## config.mk

```make
export PLATFORM = sky130hd
export DESIGN_NAME = ls_unit
export DESIGN_NICKNAME = d
export VERILOG_FILES = /design/src/rtl/ls_unit.sv
export SDC_FILE = /design/constraint.sdc
export NUM_CORES = 1
export LEC_CHECK = 0
export ABC_CLOCK_PERIOD_IN_PS = 7100
export CORE_MARGIN = 2
export CORE_UTILIZATION = 45
export CTS_CLUSTER_DIAMETER = 50
export DETAILED_ROUTE_END_ITERATION = 8
export MAX_ROUTING_LAYER = met4
export PLACE_DENSITY = 0.77
export SYNTH_ARGS = -nofsm -noshare
export SYNTH_HDL_FRONTEND = slang
export SYNTH_SLANG_ARGS = --single-unit
```

## constraint.sdc

```tcl
create_clock -name clk -period 7.1 [get_ports clk]
set_input_delay 0.71 -clock clk [delete_from_list [all_inputs] [get_ports clk]]
set_output_delay 0.71 -clock clk [all_outputs]
set_load 0.02 [all_outputs]
```

## src/rtl/ls_unit.sv

```systemverilog
// ls_unit: load/store execution unit sitting behind the load/store buffer.
//
// Accepts one memory operation at a time, forms the effective address
// (operandO + imm) and performs the access one byte at a time over the
// byte-wide memory-controller port. Loads are reassembled little-endian,
// sign- or zero-extended and broadcast on the LS result bus. Every completed
// operation, load or store, pulses LSdone for one cycle so the buffer can
// retire its head entry.
//
// Optional feature: define LSU_MISALIGN_CHECK_EN to reject misaligned
// halfword/word accesses. A rejected access issues no memory request,
// completes immediately (a load returns 0 with its tag) and sets the sticky
// misalignErr flag. Without the macro, misaligned accesses proceed byte by
// byte like any other access and misalignErr stays 0.
//
// Ports:
//   clk, rst            clock, asynchronous active-high reset
//   LSworkEn            issued operation valid
//   operandO, imm       base and offset of the effective address
//   operandT            store data
//   wrtTag, wrtName     destination tag/name of a load
//   opCode              LB/LH/LW/LBU/LHU/SB/SH/SW
//   LSreadEn            unit can accept an operation next cycle (combinational)
//   LSdone              one-cycle completion pulse
//   enLSwrt, LStag,
//   LSname, LSdata      load result broadcast
//   memReq, memWr,
//   memAddr, memWdata   byte request to the memory controller
//   memAck, memRdata    byte completion and read data from the controller
//   misalignErr         sticky misalignment flag

module ls_unit #(
    parameter int DATA_W = 32,
    parameter int TAG_W  = 4,
    parameter int NAME_W = 5,
    parameter int OP_W   = 6,
    parameter logic [OP_W-1:0] OP_LB  = OP_W'(6'h20),
    parameter logic [OP_W-1:0] OP_LH  = OP_W'(6'h21),
    parameter logic [OP_W-1:0] OP_LW  = OP_W'(6'h23),
    parameter logic [OP_W-1:0] OP_LBU = OP_W'(6'h24),
    parameter logic [OP_W-1:0] OP_LHU = OP_W'(6'h25),
    parameter logic [OP_W-1:0] OP_SB  = OP_W'(6'h28),
    parameter logic [OP_W-1:0] OP_SH  = OP_W'(6'h29),
    parameter logic [OP_W-1:0] OP_SW  = OP_W'(6'h2B)
) (
    input  logic              clk,
    input  logic              rst,
    input  logic              LSworkEn,
    input  logic [DATA_W-1:0] operandO,
    input  logic [DATA_W-1:0] operandT,
    input  logic [DATA_W-1:0] imm,
    input  logic [TAG_W-1:0]  wrtTag,
    input  logic [NAME_W-1:0] wrtName,
    input  logic [OP_W-1:0]   opCode,
    output logic              LSreadEn,
    output logic              LSdone,
    output logic              enLSwrt,
    output logic [TAG_W-1:0]  LStag,
    output logic [NAME_W-1:0] LSname,
    output logic [DATA_W-1:0] LSdata,
    output logic              memReq,
    output logic              memWr,
    output logic [DATA_W-1:0] memAddr,
    output logic [7:0]        memWdata,
    input  logic              memAck,
    input  logic [7:0]        memRdata,
    output logic              misalignErr
);

    typedef enum logic [1:0] {
        ST_IDLE,
        ST_ACCESS,
        ST_DONE
    } state_t;

    state_t state_q, state_d;

    // Latched operation
    logic [1:0]        k_q, k_d;          // byte currently being transferred
    logic [1:0]        last_q, last_d;    // index of the final byte (n-1)
    logic              store_q, store_d;
    logic              sext_q, sext_d;
    logic [DATA_W-1:0] addr_q, addr_d;
    logic [DATA_W-1:0] wdata_q, wdata_d;
    logic [DATA_W-1:0] rdata_q, rdata_d;
    logic [TAG_W-1:0]  tag_q, tag_d;
    logic [NAME_W-1:0] name_q, name_d;

    // Registered outputs
    logic              mem_req_q, mem_req_d;
    logic              mem_wr_q, mem_wr_d;
    logic [DATA_W-1:0] mem_addr_q, mem_addr_d;
    logic [7:0]        mem_wdata_q, mem_wdata_d;
    logic              ls_done_q, ls_done_d;
    logic              en_wrt_q, en_wrt_d;
    logic [TAG_W-1:0]  ls_tag_q, ls_tag_d;
    logic [NAME_W-1:0] ls_name_q, ls_name_d;
    logic [DATA_W-1:0] ls_data_q, ls_data_d;
    logic              misalign_q, misalign_d;

    // Decode of the incoming operation
    logic              dec_store;
    logic              dec_sext;
    logic [1:0]        dec_last;
    logic              dec_misalign;
    logic [DATA_W-1:0] eff_addr;

    logic [1:0]        k_nxt;
    logic [DATA_W-1:0] assembled;
    logic [DATA_W-1:0] extended;

    assign eff_addr = operandO + imm;
    assign k_nxt    = k_q + 2'd1;

    // Load word with the byte arriving this cycle merged into its lane.
    assign assembled = rdata_q | (DATA_W'(memRdata) << {k_q, 3'b000});

    // Opcode decode. Unrecognised opcodes are run as a word load so the
    // buffer still sees a completion and never stalls on a bad entry.
    always_comb begin
        dec_store = 1'b0;
        dec_sext  = 1'b0;
        dec_last  = 2'd3;
        case (opCode)
            OP_LB:   begin dec_last = 2'd0; dec_sext = 1'b1; end
            OP_LH:   begin dec_last = 2'd1; dec_sext = 1'b1; end
            OP_LW:   begin dec_last = 2'd3; end
            OP_LBU:  begin dec_last = 2'd0; end
            OP_LHU:  begin dec_last = 2'd1; end
            OP_SB:   begin dec_last = 2'd0; dec_store = 1'b1; end
            OP_SH:   begin dec_last = 2'd1; dec_store = 1'b1; end
            OP_SW:   begin dec_last = 2'd3; dec_store = 1'b1; end
            default: begin dec_last = 2'd3; end
        endcase
    end

`ifdef LSU_MISALIGN_CHECK_EN
    assign dec_misalign = ((dec_last == 2'd1) && eff_addr[0]) ||
                          ((dec_last == 2'd3) && (eff_addr[1:0] != 2'b00));
`else
    assign dec_misalign = 1'b0;
`endif

    // Width handling of the final load value; bytes above the access size
    // are still zero in the assembly register, so a word needs no change.
    always_comb begin
        extended = assembled;
        if (last_q == 2'd0) begin
            extended = {{(DATA_W-8){sext_q & assembled[7]}}, assembled[7:0]};
        end else if (last_q == 2'd1) begin
            extended = {{(DATA_W-16){sext_q & assembled[15]}}, assembled[15:0]};
        end
    end

    // Next-state and output computation. Completion outputs default to 0 so
    // that LSdone/enLSwrt are single-cycle pulses.
    always_comb begin
        state_d     = state_q;
        k_d         = k_q;
        last_d      = last_q;
        store_d     = store_q;
        sext_d      = sext_q;
        addr_d      = addr_q;
        wdata_d     = wdata_q;
        rdata_d     = rdata_q;
        tag_d       = tag_q;
        name_d      = name_q;
        mem_req_d   = mem_req_q;
        mem_wr_d    = mem_wr_q;
        mem_addr_d  = mem_addr_q;
        mem_wdata_d = mem_wdata_q;
        ls_done_d   = 1'b0;
        en_wrt_d    = 1'b0;
        ls_tag_d    = '0;
        ls_name_d   = '0;
        ls_data_d   = '0;
        misalign_d  = misalign_q;

        case (state_q)
            ST_IDLE, ST_DONE: begin
                state_d = ST_IDLE;
                if (LSworkEn) begin
                    k_d     = 2'd0;
                    last_d  = dec_last;
                    store_d = dec_store;
                    sext_d  = dec_sext;
                    addr_d  = eff_addr;
                    wdata_d = operandT;
                    rdata_d = '0;
                    tag_d   = wrtTag;
                    name_d  = wrtName;
                    if (dec_misalign) begin
                        // Rejected access: complete at once with a zero result.
                        state_d    = ST_DONE;
                        ls_done_d  = 1'b1;
                        en_wrt_d   = ~dec_store;
                        ls_tag_d   = dec_store ? '0 : wrtTag;
                        ls_name_d  = dec_store ? '0 : wrtName;
                        misalign_d = 1'b1;
                    end else begin
                        state_d     = ST_ACCESS;
                        mem_req_d   = 1'b1;
                        mem_wr_d    = dec_store;
                        mem_addr_d  = eff_addr;
                        mem_wdata_d = operandT[7:0];
                    end
                end
            end

            ST_ACCESS: begin
                if (memAck && mem_req_q) begin
                    rdata_d = assembled;
                    if (k_q == last_q) begin
                        state_d     = ST_DONE;
                        mem_req_d   = 1'b0;
                        mem_wr_d    = 1'b0;
                        mem_addr_d  = '0;
                        mem_wdata_d = '0;
                        ls_done_d   = 1'b1;
                        if (!store_q) begin
                            en_wrt_d  = 1'b1;
                            ls_tag_d  = tag_q;
                            ls_name_d = name_q;
                            ls_data_d = extended;
                        end
                    end else begin
                        // Present the next byte right away; the address
                        // wraps naturally in DATA_W-bit arithmetic.
                        k_d         = k_nxt;
                        mem_addr_d  = addr_q + DATA_W'(k_nxt);
                        mem_wdata_d = wdata_q[{k_nxt, 3'b000} +: 8];
                    end
                end
            end

            default: state_d = ST_IDLE;
        endcase
    end

    // State and output registers. Reset abandons any access in flight; bytes
    // already written by a store stay written.
    always_ff @(posedge clk or posedge rst) begin
        if (rst) begin
            state_q     <= ST_IDLE;
            k_q         <= '0;
            last_q      <= '0;
            store_q     <= 1'b0;
            sext_q      <= 1'b0;
            addr_q      <= '0;
            wdata_q     <= '0;
            rdata_q     <= '0;
            tag_q       <= '0;
            name_q      <= '0;
            mem_req_q   <= 1'b0;
            mem_wr_q    <= 1'b0;
            mem_addr_q  <= '0;
            mem_wdata_q <= '0;
            ls_done_q   <= 1'b0;
            en_wrt_q    <= 1'b0;
            ls_tag_q    <= '0;
            ls_name_q   <= '0;
            ls_data_q   <= '0;
            misalign_q  <= 1'b0;
        end else begin
            state_q     <= state_d;
            k_q         <= k_d;
            last_q      <= last_d;
            store_q     <= store_d;
            sext_q      <= sext_d;
            addr_q      <= addr_d;
            wdata_q     <= wdata_d;
            rdata_q     <= rdata_d;
            tag_q       <= tag_d;
            name_q      <= name_d;
            mem_req_q   <= mem_req_d;
            mem_wr_q    <= mem_wr_d;
            mem_addr_q  <= mem_addr_d;
            mem_wdata_q <= mem_wdata_d;
            ls_done_q   <= ls_done_d;
            en_wrt_q    <= en_wrt_d;
            ls_tag_q    <= ls_tag_d;
            ls_name_q   <= ls_name_d;
            ls_data_q   <= ls_data_d;
            misalign_q  <= misalign_d;
        end
    end

    // Ready is combinational so the buffer sees a same-cycle issue as taken.
    assign LSreadEn = ((state_q == ST_IDLE) || (state_q == ST_DONE)) && !LSworkEn;

    assign LSdone      = ls_done_q;
    assign enLSwrt     = en_wrt_q;
    assign LStag       = ls_tag_q;
    assign LSname      = ls_name_q;
    assign LSdata      = ls_data_q;
    assign memReq      = mem_req_q;
    assign memWr       = mem_wr_q;
    assign memAddr     = mem_addr_q;
    assign memWdata    = mem_wdata_q;
    assign misalignErr = misalign_q;

    // An issue while an access is running means the buffer ignored LSreadEn;
    // the unit drops it, and simulation flags it.
    issue_while_busy: assert property (@(posedge clk) disable iff (rst)
        !((state_q == ST_ACCESS) && LSworkEn));

endmodule

```

==> flow_summary.toml <==
[logic_synthesis]
synth_cells = 1133
synth_edf_count = 0
yosysSeqAreaShare_pct = 47.89
syn_nets = 1291
yosys_register_bits = 198
synth_cell_types = 68
async_flop_share_pct = 100.0
synth_area_um2 = 10350
synth_ff_type = "dfrtp_1"
syn_area_per_cell_um2 = 9.132
ys_warn_count = 0

[sta]
rsz0062_at_grt = "no"
drv_slew = 0
min_period_ns = 3.938
final.period_utilization_pct = 55.47
whs_ns = 0.4679
setup_viol = 0
slew_headroom_pct = 39.20
hold_viol = 0
setup_tns_ns = 0
tightest_slew_ns = 0.9120
max_freq_mhz = 253.9
clock_skew_ns = 0.01127
layout_setup_ws_ns = 3.162

[detailed_routing]
drt-pass1-iter-count = 6
postRouteAntennaNets = 0
vias_per_cell = 5.634
dr_wl_met3_um = 1778
vias = 9032
highest_layer = "met4"
wl_met1_um = 11840
wl_met2_um = 13180
totalWireLength_um = 27590
drc = 0
drtIter0Drc = 790
wl_per_cell_um = 17.21

[floorplan]
dieArea_um2 = 24220
initial_utilization_pct = 45.84
num_io_pins = 210
rows = 55
core-area_um2 = 22570
die_h_um = 155.6
die_w_um = 155.6

[grt]
grt_usage_pct = 23.87
grt_pass1_vias = 8677
grt_overflow = 0
antenna_found_initial = 0
grt_pass1_wl_um = 44710
grt_max_degree = 132

[cts]
cts_tree = "done"
clk_pin_slew_ns = 0.07
postCtsResizedCells = 0
cts_buffer_depth = 2
numClockSinks = 198
clk_latency_ns = 0.43
cts_setup_buffers = 0
htreeDepth = 4
cts_root_buf = "clkbuf_16"
hold_buffers = 0
cts_made_buffers = 17

[critical_path]
critical_path_class = "register to register"
cp-end-kind = "register"
required_ns = 7.42
arrival_ns = 4.25
crit_path_max_fanout = 16
start_kind = "register"

[power]
p_per_area_nw_per_um2 = 376.0
power.total_uw = 4983
ir_worst_vdd_v = 0.0001895
p_leak_uw = 0.005865

[final_layout]
antennaDiodeCount = 0
nNetsFinal = 1463
fill_cells = 1991
final_cell_mix = "255 x nand2_1, 208 x clkdlybuf4s50_1, 198 x dfrtp_1"
syn2layout_area_growth_pct = 28.09
layout_commonest_cell = "nand2_1"
layout-drive-gt1-share_pct = 5.615

[placed_design]
dp_hpwl_um = 19840
place_ws_ns = 3.175
gp_congestion = 0.8908
io_buffer_count = 208

[worst_hold_path]
hp-class = "register to register"

[flow_run]
cap_violations = 0

[status]
outcome = "completed"
## worst max-delay path, cell delays in order, from the launching register on
cell	delay [ns]
dfrtp_1	0.86
nor2b_1	0.59
or2_2	0.26
inv_1	0.06
fa_1	0.42
nand2b_1	0.24
nor3_2	0.48
nand4_1	0.21
nor2_1	0.23
nand3_1	0.12
xnor2_1	0.13
a21oi_1	0.14
a21oi_1	0.08
## path summary, 6_finish.rpt
| path | start | end | slack (ns) | cells after the start |
|---|---|---|---|---|
| worst max-delay path | k_q[1]$_DFFE_PP0P_ | memAddr[28]$_DFFE_PP0P_ | 3.16 | 12 |
| min in group asynchronous | rst | LSdata[25]$_DFF_PP0_ | 0.81 | 2 |
| worst min register to register | tag_q[3]$_DFFE_PP0P_ | tag_q[3]$_DFFE_PP0P_ | 0.47 | 2 |
| worst max register to register | k_q[1]$_DFFE_PP0P_ | memAddr[28]$_DFFE_PP0P_ | 3.16 | 12 |
| max in group asynchronous | rst | memAddr[24]$_DFFE_PP0P_ | 4.90 | 3 |
| worst min-delay path | tag_q[3]$_DFFE_PP0P_ | tag_q[3]$_DFFE_PP0P_ | 0.47 | 2 |
## logic make-up (layout without fill, tap and decap cells)
| group | after synthesis | in the layout | synth area share [%] |
|---|---|---|---|
| compound gates | 264 | 264 | 16.97 |
| xor+xnor | 56 | 56 | 4.741 |
| fa+ha+maj | 35 | 35 | 4.378 |
| mux | 14 | 14 | 2.346 |
| buf+inv | 95 | 280 | 3.628 |
| other cells | 1 | 1 | 0.03625 |
| flops | 198 | 198 | 47.89 |
| simple gates | 470 | 470 | 20.01 |
## power breakdown
group,internal (uW),switching (uW),total [uW]
combinational,867,1190,2060
sequential,1550,340,1890
clock,612,419,1030
## through the flow
stage               instances  cell area, um2  util, %
floorplan                1133           10350        -
global placement         1571           12620    55.90
detailed placement       1571           12620    55.90
global route             1603           13250    58.71
CTS                      1603           13250    58.71
finish                   1603           13250    58.71
## area by class of cell
class	instances	area [um2]	share of cell area, %
Tap cell	285	356.6	2.691
Sequential cell	198	4955	37.39
Inverter	32	127.6	0.9630
Multi-Input combinational cell	840	5037	38.01
Clock inverter	10	170.2	1.284
Timing Repair Buffer	216	2142	16.16
Clock buffer	22	464.2	3.503
## metal layers
layer  vias up  track usage [%]
li1       4275                -
met1      4350            31.59
met2       360            37.69
met3        47            3.528
met4         0            8.606
met5         -                -
## cells in the mapped netlist, types with 8 or more instances
| cell type | count | share of area, % |
|---|---|---|
| a211oi_1 | 14 | 1.0 |
| a21o_1 | 18 | 1.3 |
| a21oi_1 | 69 | 3.3 |
| a221oi_1 | 19 | 1.6 |
| a22o_1 | 8 | 0.68 |
| a31oi_1 | 21 | 1.3 |
| and2_1 | 16 | 0.97 |
| buf_1 | 16 | 0.58 |
| clkbuf_1 | 36 | 1.3 |
| dfrtp_1 | 198 | 48 |
| ha_1 | 33 | 4.0 |
| inv_1 | 32 | 1.2 |
| mux4_2 | 8 | 1.7 |
| nand2_1 | 255 | 9.3 |
| nand2b_1 | 8 | 0.48 |
| nand3_1 | 23 | 1.1 |
| nand4_1 | 13 | 0.79 |
| nor2_1 | 109 | 4.0 |
| nor3_1 | 11 | 0.53 |
| o21ai_0 | 58 | 2.8 |
| xnor2_1 | 33 | 2.8 |
| xor2_1 | 23 | 1.9 |
## registers in the layout, indices dropped and copies added (netlist names)
| name | count |
|---|---|
| memAddr | 32 |
| rdata_q | 32 |
| memWdata | 8 |
| LStag | 4 |
| addr_q | 32 |
| state_q | 2 |
| store_q | 1 |
| last_q | 2 |
| memReq | 1 |
| wdata_q | 32 |
| tag_q | 4 |
| sext_q | 1 |
| LSname | 5 |
| enLSwrt | 1 |
| name_q | 5 |
| memWr | 1 |
| k_q | 2 |
| LSdata | 32 |
| LSdone | 1 |
No activity file was read; power rests on OpenSTA's default activity.
